===== src/rtl/pixel_stream_pkg.sv =====
//------------------------------------------------------------------------------
// Module   : pixel_stream_pkg
// Brief    : Shared FSM state type and default image geometry for the pixel
//            source and the convolution block it feeds.
// Revision : 1.0 - initial release
//------------------------------------------------------------------------------
`default_nettype none

package pixel_stream_pkg;

    typedef enum logic [1:0] {
        IDLE   = 2'd0,
        STREAM = 2'd1,
        DRAIN  = 2'd2
    } state_t;

    localparam int c_default_bitwidth     = 8;
    localparam int c_default_image_width  = 11;
    localparam int c_default_image_height = 4;

    // A one-pixel frame still needs a 1-bit address bus.
    function automatic int addr_width(input int depth);
        return (depth > 1) ? $clog2(depth) : 1;
    endfunction

endpackage

`default_nettype wire


===== src/rtl/pixel_frame_ram.sv =====
//------------------------------------------------------------------------------
// Module   : pixel_frame_ram
// Brief    : Single-clock frame buffer, one write port and one registered
//            read-first read port. Out-of-range writes are dropped.
// Revision : 1.0 - initial release
//------------------------------------------------------------------------------
`default_nettype none

module pixel_frame_ram #(
    parameter int WIDTH = 8,
    parameter int DEPTH = 44,
    parameter int AW    = 6
) (
    input  logic             clk,
    input  logic             i_wr_en,
    input  logic [AW-1:0]    i_wr_addr,
    input  logic [WIDTH-1:0] i_wr_data,
    input  logic             i_rd_en,
    input  logic [AW-1:0]    i_rd_addr,
    output logic [WIDTH-1:0] o_rd_data
);

    localparam logic [AW:0] c_depth = (AW + 1)'(DEPTH);

    logic [WIDTH-1:0] r_mem [0:DEPTH-1];
    logic [WIDTH-1:0] r_rd_data;
    logic             w_wr_ok;

    assign w_wr_ok   = i_wr_en && ({1'b0, i_wr_addr} < c_depth);
    assign o_rd_data = r_rd_data;

    // Non-blocking update order makes a same-address read return the old word.
    always_ff @(posedge clk) begin
        if (w_wr_ok) begin
            r_mem[i_wr_addr] <= i_wr_data;
        end
        if (i_rd_en) begin
            r_rd_data <= r_mem[i_rd_addr];
        end
    end

endmodule

`default_nettype wire


===== src/rtl/pixel_stream_source.sv =====
//------------------------------------------------------------------------------
// Module   : pixel_stream_source
// Brief    : Streams one stored frame in raster order on request, with
//            downstream pause. Optional self-inserted gaps under macro
//            PIXEL_SOURCE_GAP_EN (adds input gap_period).
// Revision : 1.0 - initial release
//------------------------------------------------------------------------------
`default_nettype none

module pixel_stream_source
    import pixel_stream_pkg::*;
#(
    parameter int bitwidth    = c_default_bitwidth,
    parameter int imageWidth  = c_default_image_width,
    parameter int imageHeight = c_default_image_height,
    localparam int N          = imageWidth * imageHeight,
    localparam int AW         = addr_width(N)
) (
    input  logic                clock,
    input  logic                reset_n,
    input  logic                wr_en,
    input  logic [AW-1:0]       wr_addr,
    input  logic [bitwidth-1:0] wr_data,
`ifdef PIXEL_SOURCE_GAP_EN
    input  logic [7:0]          gap_period,
`endif
    input  logic                start,
    input  logic                pause,
    output logic [bitwidth-1:0] data_out,
    output logic                isValid,
    output logic                busy,
    output logic                frameDone
);

    localparam logic [AW-1:0] c_last_addr = AW'(N - 1);

    state_t              r_state;
    state_t              w_state_nxt;
    logic [AW-1:0]       r_addr;
    logic [AW-1:0]       w_addr_nxt;
    logic                r_valid;
    logic                w_valid_nxt;
    logic                r_done;
    logic                w_done_nxt;
    logic                w_issue;
    logic                w_gap_hold;
    logic [bitwidth-1:0] w_rd_data;

    pixel_frame_ram #(
        .WIDTH (bitwidth),
        .DEPTH (N),
        .AW    (AW)
    ) u_frame_ram (
        .clk       (clock),
        .i_wr_en   (wr_en),
        .i_wr_addr (wr_addr),
        .i_wr_data (wr_data),
        .i_rd_en   (w_issue),
        .i_rd_addr (r_addr),
        .o_rd_data (w_rd_data)
    );

    always_ff @(posedge clock) begin
        if (!reset_n) begin
            r_state <= IDLE;
            r_addr  <= '0;
            r_valid <= 1'b0;
            r_done  <= 1'b0;
        end else begin
            r_state <= w_state_nxt;
            r_addr  <= w_addr_nxt;
            r_valid <= w_valid_nxt;
            r_done  <= w_done_nxt;
        end
    end

    // A read is issued only while streaming and not stalled; the registered
    // valid flag tracks the one-cycle RAM latency.
    always_comb begin
        w_state_nxt = r_state;
        w_addr_nxt  = r_addr;
        w_valid_nxt = 1'b0;
        w_done_nxt  = 1'b0;
        w_issue     = 1'b0;
        case (r_state)
            IDLE: begin
                if (start) begin
                    w_state_nxt = STREAM;
                    w_addr_nxt  = '0;
                end
            end
            STREAM: begin
                if (!pause && !w_gap_hold) begin
                    w_issue     = 1'b1;
                    w_valid_nxt = 1'b1;
                    if (r_addr == c_last_addr) begin
                        w_done_nxt  = 1'b1;
                        w_state_nxt = DRAIN;
                        w_addr_nxt  = '0;
                    end else begin
                        w_addr_nxt = r_addr + AW'(1);
                    end
                end
            end
            DRAIN: begin
                w_state_nxt = IDLE;
            end
            default: begin
                w_state_nxt = IDLE;
                w_addr_nxt  = '0;
            end
        endcase
    end

`ifdef PIXEL_SOURCE_GAP_EN
    logic       w_frame_start;
    logic [7:0] r_gap_cnt;
    logic [7:0] w_gap_cnt_inc;
    logic       r_gap_pending;

    assign w_frame_start = (r_state == IDLE) && start;
    assign w_gap_cnt_inc = r_gap_cnt + 8'd1;
    assign w_gap_hold    = r_gap_pending;

    // Any non-issuing STREAM cycle, pause included, pays off the owed gap.
    always_ff @(posedge clock) begin
        if (!reset_n || w_frame_start) begin
            r_gap_cnt     <= 8'd0;
            r_gap_pending <= 1'b0;
        end else if (w_issue) begin
            if ((gap_period != 8'd0) && (w_gap_cnt_inc == gap_period)) begin
                r_gap_cnt     <= 8'd0;
                r_gap_pending <= 1'b1;
            end else begin
                r_gap_cnt <= w_gap_cnt_inc;
            end
        end else if (r_state == STREAM) begin
            r_gap_pending <= 1'b0;
        end
    end
`else
    assign w_gap_hold = 1'b0;
`endif

    assign data_out  = r_valid ? w_rd_data : '0;
    assign isValid   = r_valid;
    assign busy      = (r_state != IDLE);
    assign frameDone = r_done;

endmodule

`default_nettype wire


===== config.mk =====
export PLATFORM = sky130hd
export DESIGN_NAME = pixel_stream_source
export DESIGN_NICKNAME = d
export VERILOG_FILES = /design/src/rtl/pixel_stream_pkg.sv /design/src/rtl/pixel_frame_ram.sv /design/src/rtl/pixel_stream_source.sv
export SDC_FILE = /design/constraint.sdc
export NUM_CORES = 1
export LEC_CHECK = 0
export BUFFER_PORTS_ARGS = -buffer_cell sky130_fd_sc_hd__buf_2
export CAP_MARGIN = 20
export CORE_AREA = 2 2 177 144
export DETAILED_ROUTE_END_ITERATION = 7
export DIE_AREA = 0 0 179 146
export GPL_ROUTABILITY_DRIVEN = 0
export HOLD_SLACK_MARGIN = 0.1
export PLACE_DENSITY = 0.81
export SETUP_SLACK_MARGIN = 0.1
export SLEW_MARGIN = 20
export SYNTH_ARGS = -nofsm -noshare
export SYNTH_HDL_FRONTEND = slang
export SYNTH_SLANG_ARGS = --single-unit

===== constraint.sdc =====
create_clock -name clock -period 2.35 [get_ports clock]
set_clock_uncertainty 0.2 [all_clocks]
set_input_delay 0.47 -clock clock [delete_from_list [all_inputs] [get_ports clock]]
set_output_delay 0.47 -clock clock [all_outputs]
set_load 0.01 [all_outputs]

==> results of run 1 <==
==> layout make-up <==
type                    instances  area [um2]  area share [%]
well taps                     318         398            2.28
multi-input cells             336        3480            20.0
repair buffers                152        1400            8.06
flip-flops and latches        370       11000            63.3
clock inverters                17         139           0.797
clock buffers                  44         952            5.47
inverters                       6        22.5           0.129
==> worst paths after layout <==
path | startpoint | to | cells after the start
max reg2reg | r_addr[0] | u_frame_ram.o_rd_data[0] | 7
min | wr_data[3] | u_frame_ram.r_mem[4][3] | 1
min reg2reg | r_state[1] | r_state[0] | 1
max | r_addr[0] | u_frame_ram.o_rd_data[0] | 7
==> power breakdown <==
part / internal (uW) / leakage, uW / switching, uW
combinational: 395 / 0.00172 / 450
clock: 3100 / 0.000535 / 2370
sequential: 7280 / 0.00332 / 22.5
total: 10800 / 0.00558 / 2840
==> metal layers <==
metal | GRT usage (%) | vias up | wire, um | share of wire (%)
li1 | - | 3341 | - | -
met1 | 43.1 | 4227 | 14200 | 37
met2 | 45.3 | 736 | 17900 | 47
met3 | 7.71 | 111 | 4810 | 13
met4 | 11.1 | 0 | 1410 | 3.7
met5 | 0 | - | 0 | 0
==> cells in the mapped netlist, drive strengths merged <==
cell,number
a2111oi,1
a211oi,4
a21oi,13
a22o,8
a22oi,17
a41oi,4
and2,9
and3,1
buf,29
clkbuf,9
dfxtp,10
edfxtp,360
ha,1
inv,6
mux2,4
mux2i,60
mux4,64
nand2,27
nand2b,1
nand3,9
nand3b,1
nand4,2
nor2,60
nor2b,9
nor3,1
o2111ai,4
o211ai,4
o21ai,14
o221ai,4
o22a,1
o22ai,4
or2,1
or3,2
or3b,1
xnor2,1
xor2,4
==> logic make-up (layout without fill, tap and decap cells) <==
logic type                 Yosys count  in the layout  synth area share [%]
and+or+nand+nor                    124            124                  3.81
buffers and inverters               44            219                  1.62
DFF                                370            370                  76.0
xor gates and xnor gates             5              5                 0.302
AOI/OAI and AO/OA                   78             78                  3.73
adders and majority gates            1              1                0.0863
muxes                              128            128                  14.5
==> repair_timing <==
action / 4_1_cts / 5_1_grt
resized for setup: 62 / 13
pin swaps: 21 / 6
endpoints found under the hold margin: 3 / 0
buffers inserted: 15 / 6
setup endpoints to repair: 8 / 9
hold buffers: 3 / 0
gates cloned: 5 / 0
==> flip-flops by register name (all words and copies together) (netlist names) <==
signal and flops:
frameDone 1, isValid 1, r_addr 6, r_state 2, u_frame_ram.o_rd_data 8, u_frame_ram.r_mem 352
==> worst max-delay path: stages, from the launching register on <==
cell,delay (ns)
dfxtp_4,0.38
buf_12,0.16
buf_12,0.15
mux4_2,0.54
a22oi_2,0.24
buf_4,0.18
a21oi_2,0.06
a22o_1,0.21
==> metrics by stage <==
stage               hold WS [ns]  TNS (ns)
floorplan                  0.229         0
global placement           0.244     -1.04
detailed placement         0.298     -1.40
CTS                        0.192         0
global route               0.198    -0.113
finish                     0.204   -0.0510
==> metrics.txt, run 1 <==
status=finished, violations left; failing checks=negative setup slack; Worst setup SP type=register; total power=13600 uW; H-tree depth=2; most common cell after layout, fill and taps aside=edfxtp_1; Post-Route WL=38300 um; crit path DAT=2.46 ns; Gate Count Post-Synth=750; Static Leakage=0.00558 uW; Layout Nets=922; die width=179 um; num rows=51; post-place instance area=15600 um2; area leader, netlist=edfxtp_1; setup violators final=2; CP Capture Type=register; commonest non-fill, non-tap cells in the layout=360 x edfxtp_1, 93 x buf_4, 63 x mux4_2; Sink Count=370; number of remaining DRC errors=0; core footprint=24200 um2; final non-filler cell total=1243; vias in the first global route=8467; Worst-Margin Slew=0.671 ns; Max Freq=0.419 GHz; largest net degree at the start of global routing=45; HP Class=primary input to register; Yosys reg bits=370; final instance area=17400 um2; routed vias/inst=6.77; CTS root buffer=clkbuf_16; Clock Tree Buf Depth=3; Pwr Density=781 nW/um2; initial antenna violation count=0; Fin. Hold Viols=0; Starting Density=59.9%; antenna-violating nets left=0; Synthesized Nets=770; drt pass-1 iters=5; max_cap viols=0; fin util=72.0%; Worst slew margin=55.3%; CTS buffer count=36; die height=146 um; RSZ-0062 raised after global routing=yes; die area=26100 um2; Netlist cell types=43; gr usage total=30.1%; first-pass GRT wire length=55500 um; diode count=0; Layout area overhead=20.2%; PortBufs=29; Synth Cell Area=14500 um2; crit path max fanout=7; Crit Path Category=register to register; vias=8415; Final Critical Period=2.39 ns; initial drt markers=1188; WP data required=2.42 ns; DP Cell Count=1153; dpl hpwl=21800 um; # fillers=1319; sequential fraction of the synthesis area=76.0%; R2R setup slack=-0.04 ns; total gr overflow=0; top cells by area, synth=edfxtp_1 75%, mux4_2 9.6%, mux2i_1 4.1%; Peak VDD IR=664 uV; worst skew pair latency=0.53 ns; per-cell routed wire length=30.8 um; yosys warns=0; # IOs=30; CTS tree=yes; CTS clk-pin slew, worst paths=0.06 ns; Syn Area/Cell=19.3 um2; Slew Limit Fails=0; layout cells sized above 1=33.6%; Worst Setup Slack, final=-0.0389 ns; Place WS=-0.346 ns; final worst-path cycle share=102%; share of the synthesized area in the top cell type=74.6%
Power figures use the tool's default switching activity.
==> run 2, diff against run 1 <==
==> constraint.sdc (replaced) <==
create_clock -name clock -period 2.35 [get_ports clock]
set_clock_uncertainty 0.2 [all_clocks]
set_input_delay 0.235 -clock clock [delete_from_list [all_inputs] [get_ports clock]]
set_output_delay 0.235 -clock clock [all_outputs]
set_load 0.01 [all_outputs]
==> run 2 against run 1 <==
Routed wire length shrank 6.1%. Sequential power barely moved. Count of clock-buffer cells in the layout increased by 1. Fmax increased by 2.4%. Utilization shrank 0.82 points. Setup slack improved by 0.057 ns. Largest power group unchanged. Highest routed layer unchanged. The run now ends clean. Via count fell by 1.6%.
==> metrics.txt, run 2 (synthesis gave the netlist of run 1 again) <==
status=finished, final reports clean; Layout area overhead=18.9%; total power=13300 uW (-2.4%); num rows=51 (unchanged); Sw Ratio=20.8% (-0.035 points); Max Freq=0.429 GHz (+2.4%); crit path max fanout=15 (+8); Final Critical Period=2.33 ns (-0.0566 ns); final worst-path cycle share=99.2% (-2.4 points); # fillers=1320 (+0.076%); antenna-violating nets left=0 (unchanged); worst skew pair latency=0.52 ns (about the same); largest net degree at the start of global routing=45 (unchanged); most common cell after layout, fill and taps aside=edfxtp_1; crit-path leading delay family=compound AO/OA/AOI/OAI gates; dpl hpwl=21300 um (-2.3%); sequential share of power=54.9% (+1.3 points); CTS clk-pin slew, worst paths=0.07 ns (about the same); layout cells sized above 1=32.6% (-1.1 points); commonest non-fill, non-tap cells in the layout=360 x edfxtp_1, 92 x buf_4, 63 x mux4_2; max incr delay on CP=0.46 ns (-0.08 ns); Worst-Margin Slew=0.965 ns (+0.295 ns); Slew Limit Fails=0 (unchanged); core footprint=24200 um2 (unchanged); number of remaining DRC errors=0 (unchanged); routed vias/inst=6.70 (-1.1%); Worst slew margin=35.7% (-20 points); initial antenna violation count=0 (unchanged); die height=146 um (unchanged); H-tree depth=2 (unchanged); Sequential cell area=11000 um2 (unchanged); gr usage total=28.1% (-1.9 points); clock share of power=39.1% (-1.1 points); Worst Setup Slack, final=0.0176 ns (+0.0566 ns); Buf/Inv on CP=2 (-1); RSZ-0062 raised after global routing=yes; max_cap viols=0 (unchanged); initial drt markers=1200 (+1.0%); die width=179 um (unchanged); Post-Route WL=35900 um (-6.1%); first-pass GRT wire length=52500 um (-5.4%); crit path DAT=2.40 ns (-0.06 ns); vias=8277 (-1.6%); per-cell routed wire length=29.1 um (-5.5%); diode count=0 (unchanged); HP Class=primary input to register; Static Leakage=0.00550 uW (-1.4%); combinational group share of total power=6.0% (-0.2 points); setup violators final=0 (-2); Crit Path Category=register to register; Starting Density=59.9% (unchanged); # IOs=30 (unchanged); total negative slack=0 ns (+0.0510 ns); drt pass-1 iters=8 (+3); Layout Nets=916 (-0.65%); Sink Count=370 (unchanged); vias in the first global route=8138 (-3.9%); Sw Pwr=2770 uW (-2.5%); worst-path cell with the longest stage delay=dfxtp_4; Clock Tree Buf Depth=3 (unchanged); CTS root buffer=clkbuf_16; WP data required=2.42 ns (about the same); largest register by flop count=u_frame_ram.r_mem; P_int=10500 uW (-2.3%); die area=26100 um2 (unchanged); PortBufs=29 (unchanged); Pwr Density=772 nW/um2 (-1.2%); Place WS=-0.366 ns (-0.0209 ns); Peak VDD IR=753 uV (+14%); area occupied by multi-input gates=3460 um2 (-0.50%); total gr overflow=0 (unchanged); max reg flops=352 (unchanged); Worst setup SP type=register; CP Capture Type=register; most frequent CP cell=a21oi_2; CTS tree=yes; CTS buffer count=36 (unchanged); Fin. Hold Viols=0 (unchanged); crit path cell chain=buf_12 -> buf_4 -> mux2i_1 -> o221ai_4 -> a21oi_2 -> a21oi_2 -> a22o_1
run 2: changes by cell type in the layout (fill, tap and decap cells not counted), moves of 3 or more:
cell      before  now
buf_6          6    3
a211oi_2       0    3
nand2_1       23   26
buf_12        16   12
a211oi_1       4    1
nand2_2        4    1
buf_16         4    1
run 2: path summary, 6_finish.rpt:
path / slack, ns / endpoint / from / depth (start not counted)
worst min register to register: 0.34 / r_state[0] / r_state[1] / 1
worst max-delay path: 0.02 / u_frame_ram.o_rd_data[0] / r_addr[1] / 7
worst min-delay path: 0.12 / u_frame_ram.r_mem[43][7] / wr_data[7] / 2
worst max register to register: 0.02 / u_frame_ram.o_rd_data[0] / r_addr[1] / 7
run 2: cell type report:
class	instances	area share (%)
Sequential cell	370	64.0
Timing Repair Buffer	146	7.45
Clock buffer	45	5.55
Tap cell	318	2.31
Clock inverter	15	0.443
Inverter	6	0.131
Multi-Input combinational cell	336	20.1
run 2: repair_timing:
action / in CTS / in global routing
endpoints found under the setup margin: 9 / 13
buffers inserted: 17 / 6
pin swaps: 10 / 7
gates cloned: 3 / 0
resized for setup: 46 / 19
hold buffers: 5 / 0
hold endpoints to repair: 42 / 0
run 2: power by group through the flow:
stage | clock [uW] | sequential, uW | combinational (uW)
6_report | 5200 | 7300 | 793
5_1_grt | 5500 | 7300 | 832
4_1_cts | 5210 | 7300 | 750
3_5_place_dp | 0 | 7440 | 616
3_3_place_gp | 0 | 7440 | 588
2_1_floorplan | 0 | 7430 | 355
run 2: layer usage:
metal	GRT usage (%)	vias to the layer above	part of all wire [%]
met1	40.1	4200	36
met4	8.09	0	3.0
met3	8.18	92	13
met2	43.0	667	48
li1	-	3318	-
met5	0	-	0
run 2: through the flow:
stage	instances	util [%]	hold slack, ns	instance area (um2)
3_5_place_dp	1145	64.3	0.323	15600
2_1_floorplan	750	-	0.131	14500
3_3_place_gp	1145	64.3	0.245	15600
5_1_grt	1236	71.2	0.137	17200
6_report	1236	71.2	0.124	17200
4_1_cts	1230	70.6	0.122	17100
==> run 3, diff against run 2 <==
--- a/config.mk
+++ b/config.mk
@@ -5,16 +5,15 @@
 export SDC_FILE = /design/constraint.sdc
 export NUM_CORES = 1
 export LEC_CHECK = 0
-export BUFFER_PORTS_ARGS = -buffer_cell sky130_fd_sc_hd__buf_2
 export CAP_MARGIN = 20
 export CORE_AREA = 2 2 177 144
 export DETAILED_ROUTE_END_ITERATION = 7
 export DIE_AREA = 0 0 179 146
+export DONT_BUFFER_PORTS = 1
 export GPL_ROUTABILITY_DRIVEN = 0
 export HOLD_SLACK_MARGIN = 0.1
-export PLACE_DENSITY = 0.81
+export PLACE_DENSITY = 0.8
 export SETUP_SLACK_MARGIN = 0.1
-export SLEW_MARGIN = 20
 export SYNTH_ARGS = -nofsm -noshare
 export SYNTH_HDL_FRONTEND = slang
 export SYNTH_SLANG_ARGS = --single-unit
==> run 3 against run 2 <==
Fmax barely moved. Flip-flop and latch count unchanged. Clock power rose by 3%.
==> metrics.txt, run 3 (synthesis gave the netlist of run 1 again) <==
setup violators final=0 (unchanged); num rows=51 (unchanged); CP Capture Type=register; per-cell routed wire length=27.8 um (-4.5%); most common cell after layout, fill and taps aside=edfxtp_1; vias=7814 (-5.6%); routed vias/inst=6.44 (-3.8%); Post-Route WL=33700 um (-6.3%); die height=146 um (unchanged); max reg flops=352 (unchanged); largest register by flop count=u_frame_ram.r_mem; Layout area overhead=19.1%; Static Leakage=0.00543 uW (-1.3%); CTS buffer count=35 (-2.8%); PortBufs=0 (-100%); Clock Tree Buf Depth=3 (unchanged); die area=26100 um2 (unchanged); HP Class=primary input to register; first-pass GRT wire length=48300 um (-8.0%); CTS tree=yes; RSZ-0062 raised after global routing=yes; # IOs=30 (unchanged); dpl hpwl=20000 um (-6.1%); gr usage total=25.7% (-2.4 points); Max Freq=0.428 GHz (about the same); vias in the first global route=7786 (-4.3%); crit path max fanout=6 (-9); # fillers=1337 (+1.3%); worst skew pair latency=0.51 ns (about the same); Slew Limit Fails=0 (unchanged); CTS clk-pin slew, worst paths=0.07 ns (about the same); Worst-Margin Slew=0.504 ns (-0.461 ns); crit path DAT=2.40 ns (about the same); drt pass-1 iters=5 (-3); total gr overflow=0 (unchanged); total negative slack=0 ns (unchanged); final worst-path cycle share=99.3% (about the same); die width=179 um (unchanged); layout cells sized above 1=29.2% (-3.4 points); number of remaining DRC errors=0 (unchanged); Crit Path Category=register to register; Fin. Hold Viols=0 (unchanged); initial antenna violation count=0 (unchanged); Peak VDD IR=540 uV (-28%); DP Cell Count=1101 (-3.8%); status=finished, final reports clean; Final Critical Period=2.33 ns (+0.00196 ns); Layout Nets=892 (-2.6%); core footprint=24200 um2 (unchanged); initial drt markers=1173 (-2.3%); Worst setup SP type=register; commonest non-fill, non-tap cells in the layout=360 x edfxtp_1, 79 x buf_4, 63 x mux4_2; H-tree depth=2 (unchanged); largest net degree at the start of global routing=45 (unchanged); Worst slew margin=66.3% (+31 points); Sink Count=370 (unchanged); final non-filler cell total=1213 (-1.9%); Pwr Density=780 nW/um2 (+1.1%); antenna-violating nets left=0 (unchanged); max_cap viols=0 (unchanged); CTS root buffer=clkbuf_16; Starting Density=59.9% (unchanged); diode count=0 (unchanged); WP data required=2.42 ns (about the same)
run 3: repair_timing:
item | in CTS | in global routing
gates resized for setup | 12 | 47
pin swaps | 0 | 10
cloned | 1 | 3
hold buffers | 25 | 0
setup endpoints to repair | 13 | 13
hold endpoints to repair | 380 | 0
buffers inserted | 3 | 20
run 3: report_power, final:
part / total (uW) / switching (uW) / internal [uW] / leakage, uW
Combinational: 810 / 422 / 388 / 0.00158
Sequential: 7300 / 23.2 / 7270 / 0.00332
Clock: 5360 / 2270 / 3100 / 0.000525
Total: 13500 / 2710 / 10800 / 0.00543
run 3: area by class of cell:
cell class | count | area, um2 | share of cell area [%]
flip-flops and latches | 370 | 11000 | 63.9
multi-input cells | 336 | 3420 | 19.8
repair buffers | 123 | 1310 | 7.58
clock buffers | 45 | 956 | 5.54
well taps | 318 | 398 | 2.31
clock inverters | 15 | 130 | 0.754
inverters | 6 | 22.5 | 0.130
run 3: path summary, 6_finish.rpt:
check	end	depth (start not counted)	from	slack (ns)
worst max-delay path	u_frame_ram.o_rd_data[7]	6	r_addr[0]	0.02
worst min-delay path	u_frame_ram.r_mem[17][4]	3	wr_addr[5]	0.14
worst max register to register	u_frame_ram.o_rd_data[7]	6	r_addr[0]	0.02
worst min register to register	r_state[0]	1	r_state[1]	0.29
run 3: per-layer routing:
layer / up-vias / track usage [%] / part of all wire, %
met5: - / 0 / 0
met4: 0 / 6.63 / 2.4
met3: 64 / 6.01 / 10
met2: 469 / 38.8 / 47
met1: 4001 / 38.4 / 40
li1: 3280 / - / -
run 3: critical path, stage by stage (launching register included):
cell,delay [ns]
dfxtp_4,0.39
buf_8,0.15
buf_12,0.13
mux4_2,0.54
mux2i_2,0.21
o21ai_0,0.19
a22o_1,0.27
run 3: through the flow:
step | util, % | power [uW] | hold WS, ns | setup slack [ns] | cell area, um2
finish | 71.4 | 13500 | 0.138 | 0.0157 | 17300
global route | 71.4 | 13800 | 0.163 | 0.00173 | 17300
CTS | 69.6 | 13400 | 0.107 | 0.0798 | 16800
detailed placement | 63.3 | 7930 | 0.137 | -0.0235 | 15300
global placement | 63.3 | 7920 | 0.136 | 0.00304 | 15300
floorplan | - | 7780 | 0.131 | 0.219 | 14500
